File: src/rtl/wave_meter.sv
`default_nettype none
// ============================================================================
// Module   : wave_meter
// Purpose  : Measures the 8-bit DAC sample stream over a fixed gate window.
//            It counts rising mid-level crossings with hysteresis to estimate
//            frequency, and it tracks the minimum, maximum and peak-to-peak
//            code. Results are latched once per window, and o_valid pulses
//            for one cycle when they update.
// Ports    : clk, rst        - clock, asynchronous active-high reset
//            i_en            - run measurement (low = idle / abort window)
//            i_in_valid      - i_wave carries a new sample this cycle
//            i_wave          - unsigned DAC code
//            o_freq_count    - rising crossings in last completed window
//            o_ovf           - crossing counter saturated in last window
//            o_wave_max/min  - extreme samples in last window
//            o_vpp           - o_wave_max - o_wave_min
//            o_valid         - one-cycle pulse when results update
// Revision : 1.0 - initial release
// ============================================================================
module wave_meter #(
  parameter int GATE_CYCLES = 1000000,
  parameter int MID         = 128,
  parameter int HYST        = 8,
  parameter int CNT_W       = 24
) (
  input  logic             clk,
  input  logic             rst,
  input  logic             i_en,
  input  logic             i_in_valid,
  input  logic [7:0]       i_wave,
  output logic [CNT_W-1:0] o_freq_count,
  output logic             o_ovf,
  output logic [7:0]       o_wave_max,
  output logic [7:0]       o_wave_min,
  output logic [7:0]       o_vpp,
  output logic             o_valid
);

  // Gate counter runs 0 .. GATE_CYCLES-1 inside a window.
  localparam int               c_gate_w    = (GATE_CYCLES > 2) ? $clog2(GATE_CYCLES) : 1;
  localparam logic [c_gate_w-1:0] c_gate_last = c_gate_w'(GATE_CYCLES - 1);
  // Thresholds are compared at 9 bits so MID+HYST above 255 stays meaningful.
  localparam logic [8:0]       c_thr_hi    = 9'(MID + HYST);
  localparam logic [8:0]       c_thr_lo    = 9'(MID - HYST);
  localparam logic [CNT_W-1:0] c_cnt_max   = {CNT_W{1'b1}};

  typedef enum logic [1:0] {
    ST_IDLE    = 2'd0,
    ST_MEASURE = 2'd1,
    ST_LATCH   = 2'd2
  } state_t;

  state_t              r_state;
  logic [c_gate_w-1:0] r_gate;
  logic [CNT_W-1:0]    r_cnt;
  logic                r_ovf_acc;
  logic [7:0]          r_max;
  logic [7:0]          r_min;
  logic                r_seen;     // at least one valid sample this window
  logic                r_hyst_hi;  // comparator state: 1 = HIGH, 0 = LOW

  logic w_rise;
  logic w_fall;
  logic w_cnt_full;

  assign w_rise     = !r_hyst_hi && ({1'b0, i_wave} >= c_thr_hi);
  assign w_fall     =  r_hyst_hi && ({1'b0, i_wave} <  c_thr_lo);
  assign w_cnt_full = (r_cnt == c_cnt_max);

  always_ff @(posedge clk or posedge rst) begin
    if (rst) begin
      r_state      <= ST_IDLE;
      r_gate       <= '0;
      r_cnt        <= '0;
      r_ovf_acc    <= 1'b0;
      r_max        <= 8'h00;
      r_min        <= 8'hFF;
      r_seen       <= 1'b0;
      r_hyst_hi    <= 1'b1;
      o_freq_count <= '0;
      o_ovf        <= 1'b0;
      o_wave_max   <= 8'h00;
      o_wave_min   <= 8'h00;
      o_vpp        <= 8'h00;
      o_valid      <= 1'b0;
    end else begin
      o_valid <= 1'b0;
      case (r_state)
        ST_IDLE: begin
          r_gate    <= '0;
          r_cnt     <= '0;
          r_ovf_acc <= 1'b0;
          r_max     <= 8'h00;
          r_min     <= 8'hFF;
          r_seen    <= 1'b0;
          // Start HIGH so the first counted crossing needs a genuine low phase.
          r_hyst_hi <= 1'b1;
          if (i_en) begin
            r_state <= ST_MEASURE;
          end
        end

        ST_MEASURE: begin
          if (!i_en) begin
            // Abort: outputs untouched; IDLE clears the accumulators.
            r_state <= ST_IDLE;
          end else begin
            r_gate <= r_gate + 1'b1;
            if (r_gate == c_gate_last) begin
              r_state <= ST_LATCH;
            end
            if (i_in_valid) begin
              r_seen <= 1'b1;
              if (i_wave > r_max) r_max <= i_wave;
              if (i_wave < r_min) r_min <= i_wave;
              if (w_rise) begin
                r_hyst_hi <= 1'b1;
                if (w_cnt_full) begin
                  r_ovf_acc <= 1'b1;
                end else begin
                  r_cnt <= r_cnt + 1'b1;
                end
              end else if (w_fall) begin
                r_hyst_hi <= 1'b0;
              end
            end
          end
        end

        ST_LATCH: begin
          o_freq_count <= r_cnt;
          o_ovf        <= r_ovf_acc;
          if (r_seen) begin
            o_wave_max <= r_max;
            o_wave_min <= r_min;
            o_vpp      <= r_max - r_min;
          end else begin
            o_wave_max <= 8'h00;
            o_wave_min <= 8'h00;
            o_vpp      <= 8'h00;
          end
          o_valid   <= 1'b1;
          // Hysteresis state carries over so consecutive windows see one waveform.
          r_gate    <= '0;
          r_cnt     <= '0;
          r_ovf_acc <= 1'b0;
          r_max     <= 8'h00;
          r_min     <= 8'hFF;
          r_seen    <= 1'b0;
          r_state   <= i_en ? ST_MEASURE : ST_IDLE;
        end

        default: begin
          r_state <= ST_IDLE;
        end
      endcase
    end
  end

endmodule
`default_nettype wire

File: config.mk
export PLATFORM = sky130hd
export DESIGN_NAME = wave_meter
export DESIGN_NICKNAME = d
export VERILOG_FILES = /design/src/rtl/wave_meter.sv
export SDC_FILE = /design/constraint.sdc
export NUM_CORES = 1
export LEC_CHECK = 0
export ABC_AREA = 1
export CORE_MARGIN = 3
export CORE_UTILIZATION = 50
export CTS_BUF_LIST = sky130_fd_sc_hd__clkbuf_4 sky130_fd_sc_hd__clkbuf_8
export DETAILED_ROUTE_END_ITERATION = 16
export PLACE_DENSITY = 0.82
export SLEW_MARGIN = 20
export SYNTH_ARGS = -nofsm -noshare
export SYNTH_HDL_FRONTEND = slang
export SYNTH_SLANG_ARGS = --single-unit
File: constraint.sdc
create_clock -name clk -period 5.1 [get_ports clk]
set_clock_uncertainty 0.15 [all_clocks]
set_input_delay 1.02 -clock clk [delete_from_list [all_inputs] [get_ports clk]]
set_output_delay 1.02 -clock clk [all_outputs]
set_load 0.03 [all_outputs]
==> results.json <==
{
  "setup_viol": 0,
  "layout.nets": 928,
  "syn2layout_area_growth_pct": 18.1,
  "wl_per_cell_um": 13.6,
  "p_total_w": 0.00222,
  "synth-edff-count": 0,
  "swShare_pct": 26.3,
  "seqPwrFrac_pct": 44.7,
  "irDropWorstVdd_mv": 0.135,
  "clk_latency_ns": 0.44,
  "ys_warn_count": 0,
  "yosysUniqueCellTypes": 44,
  "drc": 0,
  "hold_path_class": "reg -> reg",
  "syn_nets": 867,
  "p_switching_w": 0.000582,
  "power_density_mw_per_mm2": 293,
  "grt_max_degree": 61,
  "power.leakage_nw": 3.49,
  "avgSynthCellArea_um2": 7.72,
  "synth_seq_area_share_pct": 45.1,
  "critPathRequiredTime_ns": 5.33,
  "finalCritPeriodShare_pct": 55.2,
  "viasPerCell": 5.26,
  "antenna_found_initial": 0,
  "crit_path_end_kind": "flop",
  "fmax_mhz": 355,
  "ant_nets": 0,
  "finalMaxSlewViolations": 0,
  "synth_seq_cells": 115,
  "drive_above_1_share_pct": 10.8,
  "synth_ff_type": "dfrtp_1",
  "post-cts-setup-buffers": 0,
  "clk_pin_slew_ns": 0.07,
  "die_height_um": 119,
  "io_pins": 62,
  "fin_setup_tns_ns": 0,
  "status": "finished, final reports clean",
  "async_flop_share_pct": 100,
  "chipWidth_um": 119,
  "grt_pass1_vias": 5296,
  "grt_pass1_wl_um": 25000,
  "critPathKind": "in -> reg",
  "gr-total-overflow": 0,
  "holdBufCountCts": 0,
  "cts-resized-gates": 0,
  "rsz0062_at_grt": "no",
  "grtUsageTotal_pct": 21.5,
  "drt_pass1_iterations": 5,
  "cts-root-buf": "clkbuf_8",
  "dp_hpwl_um": 10400,
  "cts_tree": "yes",
  "hold_viol": 0,
  "power_frac_clock_pct": 42.6,
  "clock-sinks": 115,
  "drt_iter0_markers": 460,
  "critPathArrivalTime_ns": 3.04,
  "diodes": 0,
  "clockBufferDepth": 2,
  "vias": 5634,
  "gp_congestion": 0.909,
  "io_buffer_count": 61,
  "routed_wl_um": 14600,
  "core-area_mm2": 0.0123,
  "fin_crit_ns": 2.81,
  "synth_cells": 830,
  "worst_pin_slew_ns": 0.701,
  "syn-cell-area_mm2": 0.00641,
  "rows": 40,
  "start_util_pct": 52.3,
  "h-tree-depth": 4,
  "worstPathMaxFanout": 41,
  "cp-start-kind": "input port",
  "p_int_w": 0.00163,
  "die_area_mm2": 0.0142,
  "pwr-share-comb_pct": 12.7,
  "cap_violations": 0,
  "max_slew_margin_pct": 53.3,
  "cts_buffers": 17
}
through the flow:
step                cell area, um2  setup slack [ns]  cells  hold WS (ns)  utilization, %
floorplan                     6410             0.901    830         0.292               -
global placement              7120              1.96   1040         0.297            58.0
detailed placement            7120              1.86   1040         0.308            58.0
CTS                           7570              2.33   1072         0.318            61.7
global route                  7570              2.10   1072         0.348            61.7
finish                        7570              2.29   1072         0.315            61.7
power by group through the flow:
stage                     logic (W)  clock network [W]  registers (W)
after floorplan            0.000226                  0       0.000992
after global placement     0.000268                  0        0.00101
after detailed placement   0.000278                  0        0.00101
after CTS                  0.000281           0.000962       0.000991
after global routing       0.000321           0.000998       0.000996
final                      0.000281           0.000945       0.000992
worst max-delay path: stages:
cell and delay, ns:
clkdlybuf4s50_1 0.53, inv_1 0.10, nor2_4 0.29, a21oi_1 0.13
a21oi_2 0.20, nand2_4 0.33, inv_2 0.27, nand2_1 0.08
nand2_1 0.06
per-layer routing:
layer	vias to the layer above	wire, um	part of all wire (%)	global-route usage (%)
li1	2787	-	-	-
met1	2680	7030	48	30.4
met2	145	6550	45	31.9
met3	22	735	5.0	4.99
met4	0	274	1.9	8.47
met5	-	0	0	0
registers in the layout (all words and copies together) (netlist names):
signal        flops
r_max             8
r_gate           20
r_seen            1
r_cnt            24
r_ovf_acc         1
o_wave_min        8
o_ovf             1
o_freq_count     24
o_valid           1
r_min             8
o_vpp             8
o_wave_max        8
r_state           2
r_hyst_hi         1
kinds of logic (layout without fill, tap and decap cells):
| group | after synthesis | after routing | synth area share, % |
|---|---|---|---|
| adders and majority gates | 25 | 25 | 5.00 |
| xor gates and xnor gates | 17 | 17 | 2.32 |
| AOI/OAI and AO/OA | 94 | 94 | 8.79 |
| and+or+nand+nor | 477 | 477 | 31.9 |
| DFF | 115 | 115 | 45.1 |
| buffers and inverters | 102 | 176 | 6.87 |
final cells by class:
type,instances,area (um2)
clock buffers,23,298
inverters,79,299
multi-input cells,613,3080
fillers,1046,4700
flip-flops and latches,115,2890
well taps,168,210
clock inverters,9,151
repair buffers,65,641
synthesized netlist by cell type (2+ instances only):
master	count	area [um2]
a21oi_1	16	80.1
a21oi_2	2	17.5
a31oi_1	2	12.5
buf_1	3	11.3
buf_12	2	40.0
clkbuf_1	13	48.8
dfrtp_1	106	2650
dfstp_2	9	236
ha_1	24	300
inv_1	71	267
inv_2	7	26.3
nand2_1	277	1040
nand2_2	9	56.3
nand2_4	2	22.5
nand3_1	64	320
nand4_1	19	119
nor2_1	82	308
nor2_2	3	18.8
nor2_4	5	56.3
nor3_1	5	25.0
o21a_1	2	15.0
o21ai_0	50	250
o21ai_2	16	140
or2_2	6	37.5
xnor2_1	4	35.0
xor2_1	13	114
path summary, 6_finish.rpt:
kind / cells past startpoint / slack [ns] / end / start
max in group asynchronous: 3 / 3.04 / r_gate[18]$_DFFE_PP0P_ / rst
setup reg to reg: 7 / 2.54 / r_cnt[9]$_DFFE_PP0P_ / r_state[0]$_DFFE_PP0P_
hold / removal: 2 / 0.32 / r_hyst_hi$_DFFE_PP1P_ / r_hyst_hi$_DFFE_PP1P_
setup / recovery: 9 / 2.29 / r_cnt[9]$_DFFE_PP0P_ / i_en
hold reg to reg: 2 / 0.32 / r_hyst_hi$_DFFE_PP1P_ / r_hyst_hi$_DFFE_PP1P_
min in group asynchronous: 2 / 0.92 / o_freq_count[7]$_DFFE_PP0P_ / rst
placed cells by master, fill, tap and decap left out, drive strengths merged, types with 2 or more instances in the layout:
| master | instances |
|---|---|
| clkinv | 5 |
| ha | 24 |
| dfrtp | 106 |
| o21a | 2 |
| nor3 | 5 |
| o21ai | 67 |
| inv | 78 |
| nand3 | 65 |
| clkbuf | 23 |
| xnor2 | 4 |
| dfstp | 9 |
| xor2 | 13 |
| bufinv | 4 |
| a21oi | 18 |
| buf | 4 |
| a31oi | 2 |
| nand2 | 288 |
| nand4 | 20 |
| clkdlybuf4s50 | 61 |
| nor2 | 90 |
| or2 | 6 |
No activity file was read; power rests on OpenSTA's default activity.
